[src/rtl/fence_wfi_seq_pkg.sv]
`default_nettype none
// ============================================================================
// Module   : fence_wfi_seq_pkg
// Purpose  : Shared encodings for the FENCE / FENCE.I / WFI sequencer:
//            FSM state codes (also exported on Seq_State for debug) and the
//            latched instruction kind.
// Ports    : none (package)
// Revision : 1.0  initial release
// ============================================================================
package fence_wfi_seq_pkg;

  localparam int SEQ_STATE_WIDTH = 3;

  // Codes 6 and 7 are unused; the FSM recovers from them to SEQ_IDLE.
  typedef enum logic [SEQ_STATE_WIDTH-1:0] {
    SEQ_IDLE   = 3'd0,
    SEQ_DRAIN  = 3'd1,
    SEQ_DFLUSH = 3'd2,
    SEQ_IINV   = 3'd3,
    SEQ_SLEEP  = 3'd4,
    SEQ_DONE   = 3'd5
  } seq_state_e;

  typedef enum logic [1:0] {
    KIND_NONE   = 2'd0,
    KIND_FENCE  = 2'd1,
    KIND_FENCEI = 2'd2,
    KIND_WFI    = 2'd3
  } seq_kind_e;

endpackage
`default_nettype wire

[src/rtl/fence_wfi_seq_if.sv]
`default_nettype none
// ============================================================================
// Module   : fence_wfi_seq_if
// Purpose  : Bundles the decode, pipeline-occupancy, cache handshake and CSR
//            signals seen by the fence/WFI sequencer.
// Modports : master - the sequencer (consumes decode/status, drives requests)
//            slave  - the surrounding core/caches
// Revision : 1.0  initial release
// ============================================================================
interface fence_wfi_seq_if;
  import fence_wfi_seq_pkg::*;

  logic                       Decode_Fence;
  logic                       Decode_FenceI;
  logic                       Decode_Wfi;
  logic                       EX_LdStFlag;
  logic                       Mem_LdStFlag;
  logic                       Dcache_Busy;
  logic                       Dcache_FlushAck;
  logic                       Icache_InvAck;
  logic                       Csr_IntPending;
  logic                       Csr_WFIClrFlag;
  logic                       Csr_ExcpFlag;
  logic                       Seq_StallReq;
  logic                       Dcache_FlushReq;
  logic                       Icache_InvReq;
  logic                       Seq_Done;
  logic                       Seq_Refetch;
  logic                       Seq_Timeout;
  logic [SEQ_STATE_WIDTH-1:0] Seq_State;

  modport master (
    input  Decode_Fence, Decode_FenceI, Decode_Wfi,
    input  EX_LdStFlag, Mem_LdStFlag, Dcache_Busy,
    input  Dcache_FlushAck, Icache_InvAck,
    input  Csr_IntPending, Csr_WFIClrFlag, Csr_ExcpFlag,
    output Seq_StallReq, Dcache_FlushReq, Icache_InvReq,
    output Seq_Done, Seq_Refetch, Seq_Timeout, Seq_State
  );

  modport slave (
    output Decode_Fence, Decode_FenceI, Decode_Wfi,
    output EX_LdStFlag, Mem_LdStFlag, Dcache_Busy,
    output Dcache_FlushAck, Icache_InvAck,
    output Csr_IntPending, Csr_WFIClrFlag, Csr_ExcpFlag,
    input  Seq_StallReq, Dcache_FlushReq, Icache_InvReq,
    input  Seq_Done, Seq_Refetch, Seq_Timeout, Seq_State
  );

endinterface
`default_nettype wire

[src/rtl/fence_wfi_seq.sv]
`default_nettype none
// ============================================================================
// Module   : fence_wfi_seq
// Purpose  : Multi-cycle sequencer for FENCE, FENCE.I and WFI. Drains
//            in-flight memory ops (with timeout), handshakes D-cache
//            write-back and I-cache invalidate, and parks the core in WFI.
// Ports    : clk  - core clock
//            rst  - asynchronous active-high reset
//            bus  - fence_wfi_seq_if.master (decode, occupancy, cache
//                   handshakes, CSR wake/exception in; stall, cache
//                   requests, done/refetch/timeout pulses, state out)
// Params   : DRAIN_TIMEOUT      - max DRAIN cycles before forced exit (>=2)
//            FENCE_FLUSH_DCACHE - plain FENCE also writes back the D-cache
// Revision : 1.0  initial release
// ============================================================================
module fence_wfi_seq
  import fence_wfi_seq_pkg::*;
#(
  parameter int DRAIN_TIMEOUT      = 256,
  parameter bit FENCE_FLUSH_DCACHE = 1'b0
) (
  input  wire logic       clk,
  input  wire logic       rst,
  fence_wfi_seq_if.master bus
);

  localparam int               CNT_W   = $clog2(DRAIN_TIMEOUT + 1);
  localparam logic [CNT_W-1:0] CNT_SAT = CNT_W'(DRAIN_TIMEOUT - 1);
  localparam logic [CNT_W-1:0] CNT_ONE = CNT_W'(1);

  seq_state_e       state_q, state_d;
  seq_kind_e        kind_q, kind_d;
  logic [CNT_W-1:0] cnt_q, cnt_d;
  logic             abort_q, abort_d;
  logic             flush_req_q, flush_req_d;
  logic             inv_req_q, inv_req_d;

  logic drained;
  logic decode_any;
  logic stall;
  logic done;
  logic refetch;
  logic timeout;

  // Where DRAIN goes once the pipeline is empty (or the drain timed out).
  function automatic seq_state_e drain_exit(seq_kind_e k);
    seq_state_e nxt;
    nxt = SEQ_DONE;
    if (k == KIND_FENCEI || (k == KIND_FENCE && FENCE_FLUSH_DCACHE))
      nxt = SEQ_DFLUSH;
    else if (k == KIND_WFI)
      nxt = SEQ_SLEEP;
    return nxt;
  endfunction

  assign drained    = !bus.EX_LdStFlag && !bus.Mem_LdStFlag && !bus.Dcache_Busy;
  assign decode_any = (bus.Decode_Wfi || bus.Decode_FenceI || bus.Decode_Fence)
                      && !bus.Csr_ExcpFlag;

  always_comb begin
    state_d = state_q;
    kind_d  = kind_q;
    cnt_d   = cnt_q;
    abort_d = abort_q;
    stall   = 1'b0;
    done    = 1'b0;
    refetch = 1'b0;
    timeout = 1'b0;

    case (state_q)
      SEQ_IDLE: begin
        // Stall in the decode cycle itself so no younger op slips past.
        stall = decode_any;
        if (decode_any) begin
          state_d = SEQ_DRAIN;
          cnt_d   = '0;
          if (bus.Decode_Wfi)         kind_d = KIND_WFI;
          else if (bus.Decode_FenceI) kind_d = KIND_FENCEI;
          else                        kind_d = KIND_FENCE;
        end
      end

      SEQ_DRAIN: begin
        stall = 1'b1;
        if (bus.Csr_ExcpFlag) begin
          state_d = SEQ_IDLE;
          kind_d  = KIND_NONE;
        end else if (drained || cnt_q == CNT_SAT) begin
          // Reaching the saturation value while still busy is a forced exit.
          timeout = !drained;
          state_d = drain_exit(kind_q);
        end else begin
          cnt_d = cnt_q + CNT_ONE;
        end
      end

      SEQ_DFLUSH, SEQ_IINV: begin
        // The cache request cannot be withdrawn, so an exception here is
        // only remembered and acted on once the ack arrives.
        stall = 1'b1;
        if (bus.Csr_ExcpFlag) abort_d = 1'b1;
        if ((state_q == SEQ_DFLUSH) ? bus.Dcache_FlushAck : bus.Icache_InvAck) begin
          if (abort_q || bus.Csr_ExcpFlag) begin
            state_d = SEQ_IDLE;
            kind_d  = KIND_NONE;
            abort_d = 1'b0;
          end else if (state_q == SEQ_DFLUSH && kind_q == KIND_FENCEI) begin
            state_d = SEQ_IINV;
          end else begin
            state_d = SEQ_DONE;
          end
        end
      end

      SEQ_SLEEP: begin
        stall = 1'b1;
        if (bus.Csr_ExcpFlag) begin
          state_d = SEQ_IDLE;
          kind_d  = KIND_NONE;
        end else if (bus.Csr_IntPending || bus.Csr_WFIClrFlag) begin
          state_d = SEQ_DONE;
        end
      end

      SEQ_DONE: begin
        done    = 1'b1;
        refetch = (kind_q == KIND_FENCEI);
        state_d = SEQ_IDLE;
        kind_d  = KIND_NONE;
      end

      default: begin
        state_d = SEQ_IDLE;
        kind_d  = KIND_NONE;
        abort_d = 1'b0;
      end
    endcase

    // Requests are registered and track the state they belong to.
    flush_req_d = (state_d == SEQ_DFLUSH);
    inv_req_d   = (state_d == SEQ_IINV);
  end

  always_ff @(posedge clk or posedge rst) begin
    if (rst) begin
      state_q     <= SEQ_IDLE;
      kind_q      <= KIND_NONE;
      cnt_q       <= '0;
      abort_q     <= 1'b0;
      flush_req_q <= 1'b0;
      inv_req_q   <= 1'b0;
    end else begin
      state_q     <= state_d;
      kind_q      <= kind_d;
      cnt_q       <= cnt_d;
      abort_q     <= abort_d;
      flush_req_q <= flush_req_d;
      inv_req_q   <= inv_req_d;
    end
  end

  // The IDLE stall term is combinational from decode; mask it during reset.
  assign bus.Seq_StallReq    = stall && !rst;
  assign bus.Dcache_FlushReq = flush_req_q;
  assign bus.Icache_InvReq   = inv_req_q;
  assign bus.Seq_Done        = done;
  assign bus.Seq_Refetch     = refetch;
  assign bus.Seq_Timeout     = timeout;
  assign bus.Seq_State       = state_q;

endmodule
`default_nettype wire
[src/flat_wrapper.sv]
// flat-port wrapper written by rule: the top's interface ports become plain ports
module fence_wfi_seq_flat import fence_wfi_seq_pkg::*;
#(
  parameter int DRAIN_TIMEOUT      = 256,
  parameter bit FENCE_FLUSH_DCACHE = 1'b0
)
  (clk, rst, bus_Decode_Fence, bus_Decode_FenceI, bus_Decode_Wfi, bus_EX_LdStFlag, bus_Mem_LdStFlag, bus_Dcache_Busy, bus_Dcache_FlushAck, bus_Icache_InvAck, bus_Csr_IntPending, bus_Csr_WFIClrFlag, bus_Csr_ExcpFlag, bus_Seq_StallReq, bus_Dcache_FlushReq, bus_Icache_InvReq, bus_Seq_Done, bus_Seq_Refetch, bus_Seq_Timeout, bus_Seq_State);
  fence_wfi_seq_if bus_i ();
  input  wire logic clk;
  input  wire logic rst;
  input wire logic [$bits(bus_i.Decode_Fence)-1:0] bus_Decode_Fence;
  input wire logic [$bits(bus_i.Decode_FenceI)-1:0] bus_Decode_FenceI;
  input wire logic [$bits(bus_i.Decode_Wfi)-1:0] bus_Decode_Wfi;
  input wire logic [$bits(bus_i.EX_LdStFlag)-1:0] bus_EX_LdStFlag;
  input wire logic [$bits(bus_i.Mem_LdStFlag)-1:0] bus_Mem_LdStFlag;
  input wire logic [$bits(bus_i.Dcache_Busy)-1:0] bus_Dcache_Busy;
  input wire logic [$bits(bus_i.Dcache_FlushAck)-1:0] bus_Dcache_FlushAck;
  input wire logic [$bits(bus_i.Icache_InvAck)-1:0] bus_Icache_InvAck;
  input wire logic [$bits(bus_i.Csr_IntPending)-1:0] bus_Csr_IntPending;
  input wire logic [$bits(bus_i.Csr_WFIClrFlag)-1:0] bus_Csr_WFIClrFlag;
  input wire logic [$bits(bus_i.Csr_ExcpFlag)-1:0] bus_Csr_ExcpFlag;
  output wire logic [$bits(bus_i.Seq_StallReq)-1:0] bus_Seq_StallReq;
  output wire logic [$bits(bus_i.Dcache_FlushReq)-1:0] bus_Dcache_FlushReq;
  output wire logic [$bits(bus_i.Icache_InvReq)-1:0] bus_Icache_InvReq;
  output wire logic [$bits(bus_i.Seq_Done)-1:0] bus_Seq_Done;
  output wire logic [$bits(bus_i.Seq_Refetch)-1:0] bus_Seq_Refetch;
  output wire logic [$bits(bus_i.Seq_Timeout)-1:0] bus_Seq_Timeout;
  output wire logic [$bits(bus_i.Seq_State)-1:0] bus_Seq_State;
  assign bus_i.Decode_Fence = bus_Decode_Fence;
  assign bus_i.Decode_FenceI = bus_Decode_FenceI;
  assign bus_i.Decode_Wfi = bus_Decode_Wfi;
  assign bus_i.EX_LdStFlag = bus_EX_LdStFlag;
  assign bus_i.Mem_LdStFlag = bus_Mem_LdStFlag;
  assign bus_i.Dcache_Busy = bus_Dcache_Busy;
  assign bus_i.Dcache_FlushAck = bus_Dcache_FlushAck;
  assign bus_i.Icache_InvAck = bus_Icache_InvAck;
  assign bus_i.Csr_IntPending = bus_Csr_IntPending;
  assign bus_i.Csr_WFIClrFlag = bus_Csr_WFIClrFlag;
  assign bus_i.Csr_ExcpFlag = bus_Csr_ExcpFlag;
  assign bus_Seq_StallReq = bus_i.Seq_StallReq;
  assign bus_Dcache_FlushReq = bus_i.Dcache_FlushReq;
  assign bus_Icache_InvReq = bus_i.Icache_InvReq;
  assign bus_Seq_Done = bus_i.Seq_Done;
  assign bus_Seq_Refetch = bus_i.Seq_Refetch;
  assign bus_Seq_Timeout = bus_i.Seq_Timeout;
  assign bus_Seq_State = bus_i.Seq_State;
  fence_wfi_seq #(.DRAIN_TIMEOUT(DRAIN_TIMEOUT), .FENCE_FLUSH_DCACHE(FENCE_FLUSH_DCACHE)) u_core (.clk(clk), .rst(rst), .bus(bus_i));
endmodule
[config.mk]
export PLATFORM = sky130hd
export DESIGN_NAME = fence_wfi_seq_flat
export DESIGN_NICKNAME = d
export VERILOG_FILES = /design/src/rtl/fence_wfi_seq_pkg.sv /design/src/rtl/fence_wfi_seq_if.sv /design/src/rtl/fence_wfi_seq.sv /design/src/flat_wrapper.sv
export SDC_FILE = /design/constraint.sdc
export NUM_CORES = 1
export LEC_CHECK = 0
export BUFFER_PORTS_ARGS = -buffer_cell sky130_fd_sc_hd__buf_2
export CAP_MARGIN = 20
export CORE_MARGIN = 10
export CORE_UTILIZATION = 45
export DETAILED_ROUTE_END_ITERATION = 8
export GPL_TIMING_DRIVEN = 0
export PLACE_DENSITY = 0.77
export REMOVE_ABC_BUFFERS = 1
export SETUP_SLACK_MARGIN = 0.02
export SKIP_LAST_GASP = 1
export SYNTH_ARGS = -nofsm -noshare
export SYNTH_HDL_FRONTEND = slang
export SYNTH_SLANG_ARGS = --single-unit
[constraint.sdc]
create_clock -name clk -period 2.8 [get_ports clk]
set_input_delay 0.56 -clock clk [delete_from_list [all_inputs] [get_ports clk]]
set_output_delay 0.56 -clock clk [all_outputs]
set_load 0.01 [all_outputs]
* Word level (Yosys, flattened, before mapping) *
Index checks and enable logic that the tools add are counted.

operators by class
  mux-type cells = 33
  equal/unequal tests = 16
  $add $sub $neg = 1
  reduce and logical (&&, ||, !) cells = 24

operators with widths
  cell                                                    count
  two-way mux 3 bit                                       9
  two-way mux 9 bit                                       3
  one-hot mux 9 bit (2 select lines)                      1
  == test 3 x 2 -> 1 bit (second input constant)          4
  two-way mux 2 bit                                       6
  one-hot mux 3 bit (4 select lines)                      1
  two-way mux 1 bit                                       10
  adder 9 x 1 -> 9 bit (second input constant)            1
  == test 9 x 8 -> 1 bit (second input constant)          1
  inequality test 2 x 1 -> 1 bit (second input constant)  4
  AND reduction 4 bit                                     2
  OR reduction 4 bit                                      2
  == test 3 bit (second input constant)                   2
  logical NOT 1 bit                                       6
  one-hot mux 2 bit (3 select lines)                      1
  logical AND 1 bit                                       5
  logical OR 1 bit                                        5
  == test 2 bit (second input constant)                   2
  inequality test 2 bit (second input constant)           2
  one-hot mux 1 bit (2 select lines)                      2
  OR reduction 2 bit                                      2
  == test 3 x 1 -> 1 bit (second input constant)          1
  logical NOT 3 bit                                       1
  nonzero test 2 bit                                      1

word-level totals
  flip-flop bits (word level) = 17
  bits of input ports = 13
  logic and storage cells = 80

* Depth between registers and ports, before layout *
  depth after elaboration = 8
  mapped depth = 8
  depth with buffers taken out = 7

* Least setup slack after synthesis *
OpenSTA, ideal clock, no wires.

  path kind = input-to-reg
  from = input port bus_Csr_ExcpFlag
  to = register u_core.cnt_q[7]
  path buffers = 0
  setup time = 0.078 ns
  cell stages on the path = 4
  arrival time = 1.982 ns
  setup slack = 0.741 ns
  cell sequence = or4b_4 -> or4_4 -> or3_1 -> a21oi_1

on the way
  cells in the longest elaborated chain, start to end = 4

ends and longest elaborated chain
  item                                             line                  RTL
  from (decl)                                      flat_wrapper.sv:21    input wire logic [$bits(bus_i.Csr_ExcpFlag)-1:0] bus_Csr_ExcpFlag;
  logical NOT 1 bit                                fence_wfi_seq.sv:58   && !bus.Csr_ExcpFlag;
  logical AND 1 bit                                fence_wfi_seq.sv:58
  inequality test 2 x 1 -> 1 bit (no source line)  -
  AND reduction 4 bit (no source line) *           -
  to (signal assigned)                             fence_wfi_seq.sv:155  cnt_q <= cnt_d;
  to (decl)                                        fence_wfi_seq.sv:33   logic [CNT_W-1:0] cnt_q, cnt_d;

Every way passes the cells marked *; elsewhere a longest branch is shown, timed or not.
A chain may end at the register's enable or synchronous reset.

* Worst setup path after layout *
  from = register u_core.cnt_q[2]
  to = output port bus_Seq_Timeout

on the way
  cells in the longest elaborated chain, start to end = 5

ends and longest elaborated chain
  item                    line                 RTL
  == test 9 x 8 -> 1 bit  fence_wfi_seq.sv:88  end else if (drained || cnt_q == CNT_SAT) begin
  logical OR 1 bit        fence_wfi_seq.sv:88
  two-way mux 1 bit       fence_wfi_seq.sv:88
  two-way mux 1 bit       fence_wfi_seq.sv:85  if (bus.Csr_ExcpFlag) begin
  two-way mux 1 bit       fence_wfi_seq.sv:70  case (state_q)
  to (decl)               flat_wrapper.sv:27   output wire logic [$bits(bus_i.Seq_Timeout)-1:0] bus_Seq_Timeout;

No other way between the ends.

==> metrics.md <==
| Metric | Value |
|---|---|
| Status | `finished clean` |
| Iteration-0 DRC Markers | `39` |
| Post-Syn Area per Cell | `8.717 um^2` |
| Hold_ws | `0.3551 ns` |
| Maxcap violations | `0` |
| Clock buffer depth | `2` |
| Pwr/cell area | `602.4 nW/um^2` |
| DRC Markers | `0` |
| Top FF cell, synth | `dfrtp_1` |
| Final worst slack | `0.3963 ns` |
| Pre-CTS setup slack | `0.4841 ns` |
| Clock latency at the later pin of the worst-skew pair | `0.28 ns` |
| N_diodes | `0` |
| Setup CP Type | `register to output pin` |
| Layout area overhead | `13.64%` |
| Vias in the first global route | `888` |
| GRT Total Usage | `10.52%` |
| Die width | `68.21 um` |
| First-pass DRT Iterations | `5` |
| Clock skew | `0.003593 ns` |
| First-pass GRT wire length | `3905 um` |
| Worst setup SP type | `register` |
| Root Buffer | `clkbuf_4` |
| Critical Path AT | `1.84 ns` |
| Most frequent cell after synthesis | `dfrtp_1` |
| Post-synth ARST share | `100.0%` |
| Core Area | `2212 um^2` |
| Num CTS Buffers | `3` |
| CP bufs+invs | `1` |
| CP required | `2.24 ns` |
| Crit. End Element | `output pin` |
| Slew Limit Fails | `0` |
| CTS H-tree lvls | `1` |
| Min cycle time layout | `2.404 ns` |
| Syn. warnings | `0` |
| Share of cells above drive strength 1 | `21.58%` |
| Die Ht | `68.21 um` |
| Initial antenna violation count | `0` |
| PortBufs | `21` |
| Post-Syn Area | `1046 um^2` |
| Multi-input gate area | `570.5 um^2` |
| FF+latch count, synth | `17` |
| Final wirelength | `2345 um` |
| Hold crit path type | `primary input to async pin` |
| Crit path max-delay family | `simple AND/OR/NAND/NOR gates` |
| Crit path largest cell delay | `0.46 ns` |
| Hold buffer count at CTS | `0` |
| Post-synth cell types | `39` |
| Register area | `425.4 um^2` |
| Share of the synthesized area in the top cell type | `40.67%` |
| Site Rows | `17` |
| Post-cts resize count | `0` |
| Actual slew at the worst max-slew pin | `0.7260 ns` |
| Max Fanout on Critical Path | `8` |
| Sequential fraction of the synthesis area | `40.67%` |
| Die area | `4653 um^2` |
| CTS Sinks | `17` |
| RSZ-0062 raised after global routing | `false` |
| Final period utilization | `85.85%` |
| Cells taking the most area after synthesis | `dfrtp_1 41%, o21ai_0 4.8%, nand3_1 2.9%` |
| Leak Pwr | `0.5212 nW` |
| Initial Util | `47.29%` |
| Gr ovfl total | `0` |
| Post-CTS Repair Setup Buffers | `0` |
| Detail Placement HPWL | `1783 um` |
| Via/cell ratio | `5.737` |
| Via count | `958` |
| Area leader, netlist | `dfrtp_1` |
| CTS tree | `yes` |
| Largest net degree at the start of global routing | `19` |
| CP max stage cell | `dfrtp_1` |
| Layout Nets | `155` |
| Peak VDD IR | `0.3467 mV` |
| Rel. slew slack | `51.23%` |
| Worst path cell trace | `and4_1, nand2_1, nor2_1, ha_1, nor3b_1, buf_2` |
| Final Hold Viols | `0` |
| Fill cells | `231` |
| EDFF count, synth | `0` |
| Routed wire length per instance | `14.04 um` |
| FMAX | `416.0 MHz` |
| Synth cell count leaders | `17 x dfrtp_1, 10 x o21ai_0, 8 x nor2_1` |
| Final setup violation count | `0` |
| Setup TNS Final | `0 ns` |
| IO Pins | `22` |
| Clock-pin slew on the worst setup and hold paths | `0.10 ns` |
| Antenna viol nets, final | `0` |
| GPL Wtd Cong | `0.8498` |
| Post-synthesis instance total | `120` |
[power breakdown]
group	internal, mW	switching [mW]	leakage (nW)	total (mW)
clock	0.0552	0.0731	0.0150	0.128
sequential	0.287	0.0693	0.230	0.356
combinational	0.104	0.128	0.276	0.232
total	0.445	0.271	0.521	0.716
[per-layer routing]
metal  track usage, %  vias to the layer above  part of all wire [%]
met1            12.62                      441                    44
met2            18.02                       31                    51
li1                 -                      484                     -
met5                0                        -                     0
met4            3.015                        0                  0.68
met3            2.773                        2                   4.5
[state kept, by name, indices dropped and copies added, names as in the netlist]
signal	flops
u_core.bus.Seq_State	3
u_core.abort_q	1
u_core.kind_q	2
u_core.bus.Dcache_FlushReq	1
u_core.bus.Icache_InvReq	1
u_core.cnt_q	9
[stage by stage]
step | util (%) | total power, mW | area (um^2) | instances
after floorplan | - | 0.5121 | 1022 | 114
after global placement | 52.55 | 0.5769 | 1162 | 163
after detailed placement | 52.55 | 0.5890 | 1162 | 163
after CTS | 53.73 | 0.7150 | 1189 | 167
after global routing | 53.73 | 0.7757 | 1189 | 167
final | 53.73 | 0.7160 | 1189 | 167
[placed cells by master, fill, tap and decap left out, types with 2 or more instances in the layout]
cell,instances
a31oi_1,2
a21oi_1,4
clkbuf_4,3
or3_1,4
o211ai_1,3
nor4b_1,2
nand2_1,7
dfrtp_1,17
xnor2_1,2
o21ai_0,10
nor2_1,8
nand2b_1,3
nor3_1,6
o32ai_1,2
or4_1,3
nor4_1,2
buf_2,21
and2_1,2
or2_2,2
nand3_1,6
o31ai_1,2
nor2b_1,3
inv_1,7
ha_1,2
[layout make-up]
class / instances / area share (%)
inverters: 7 / 2.211
clock buffers: 4 / 2.211
flip-flops and latches: 17 / 35.79
multi-input cells: 90 / 48.00
repair buffers: 21 / 8.842
well taps: 28 / 2.947
[worst paths after layout]
kind / from / endpoint / slack (ns) / depth (start not counted)
setup reg to reg: u_core.bus.Seq_State[0] / u_core.cnt_q[6] / 0.53 / 4
hold reg to reg: u_core.cnt_q[8] / u_core.cnt_q[8] / 0.55 / 2
hold / removal: rst / u_core.cnt_q[7] / 0.36 / 2
setup / recovery: u_core.cnt_q[2] / bus_Seq_Timeout / 0.40 / 6
min in group clk: u_core.cnt_q[8] / u_core.cnt_q[8] / 0.55 / 2
max in group asynchronous: rst / u_core.abort_q / 2.02 / 2
[logic make-up after synthesis]
| logic type | Yosys count | synth area share, % |
|---|---|---|
| adder cells (fa/ha/maj) | 2 | 2.392 |
| flip-flops | 17 | 40.67 |
| multiplexers | 2 | 2.033 |
| XOR/XNOR | 2 | 1.675 |
| AND/OR/NAND/NOR | 55 | 30.74 |
| buffers and inverters | 13 | 4.785 |
| AO/OA/AOI/OAI | 29 | 17.70 |
No activity file was read; power rests on OpenSTA's default activity.
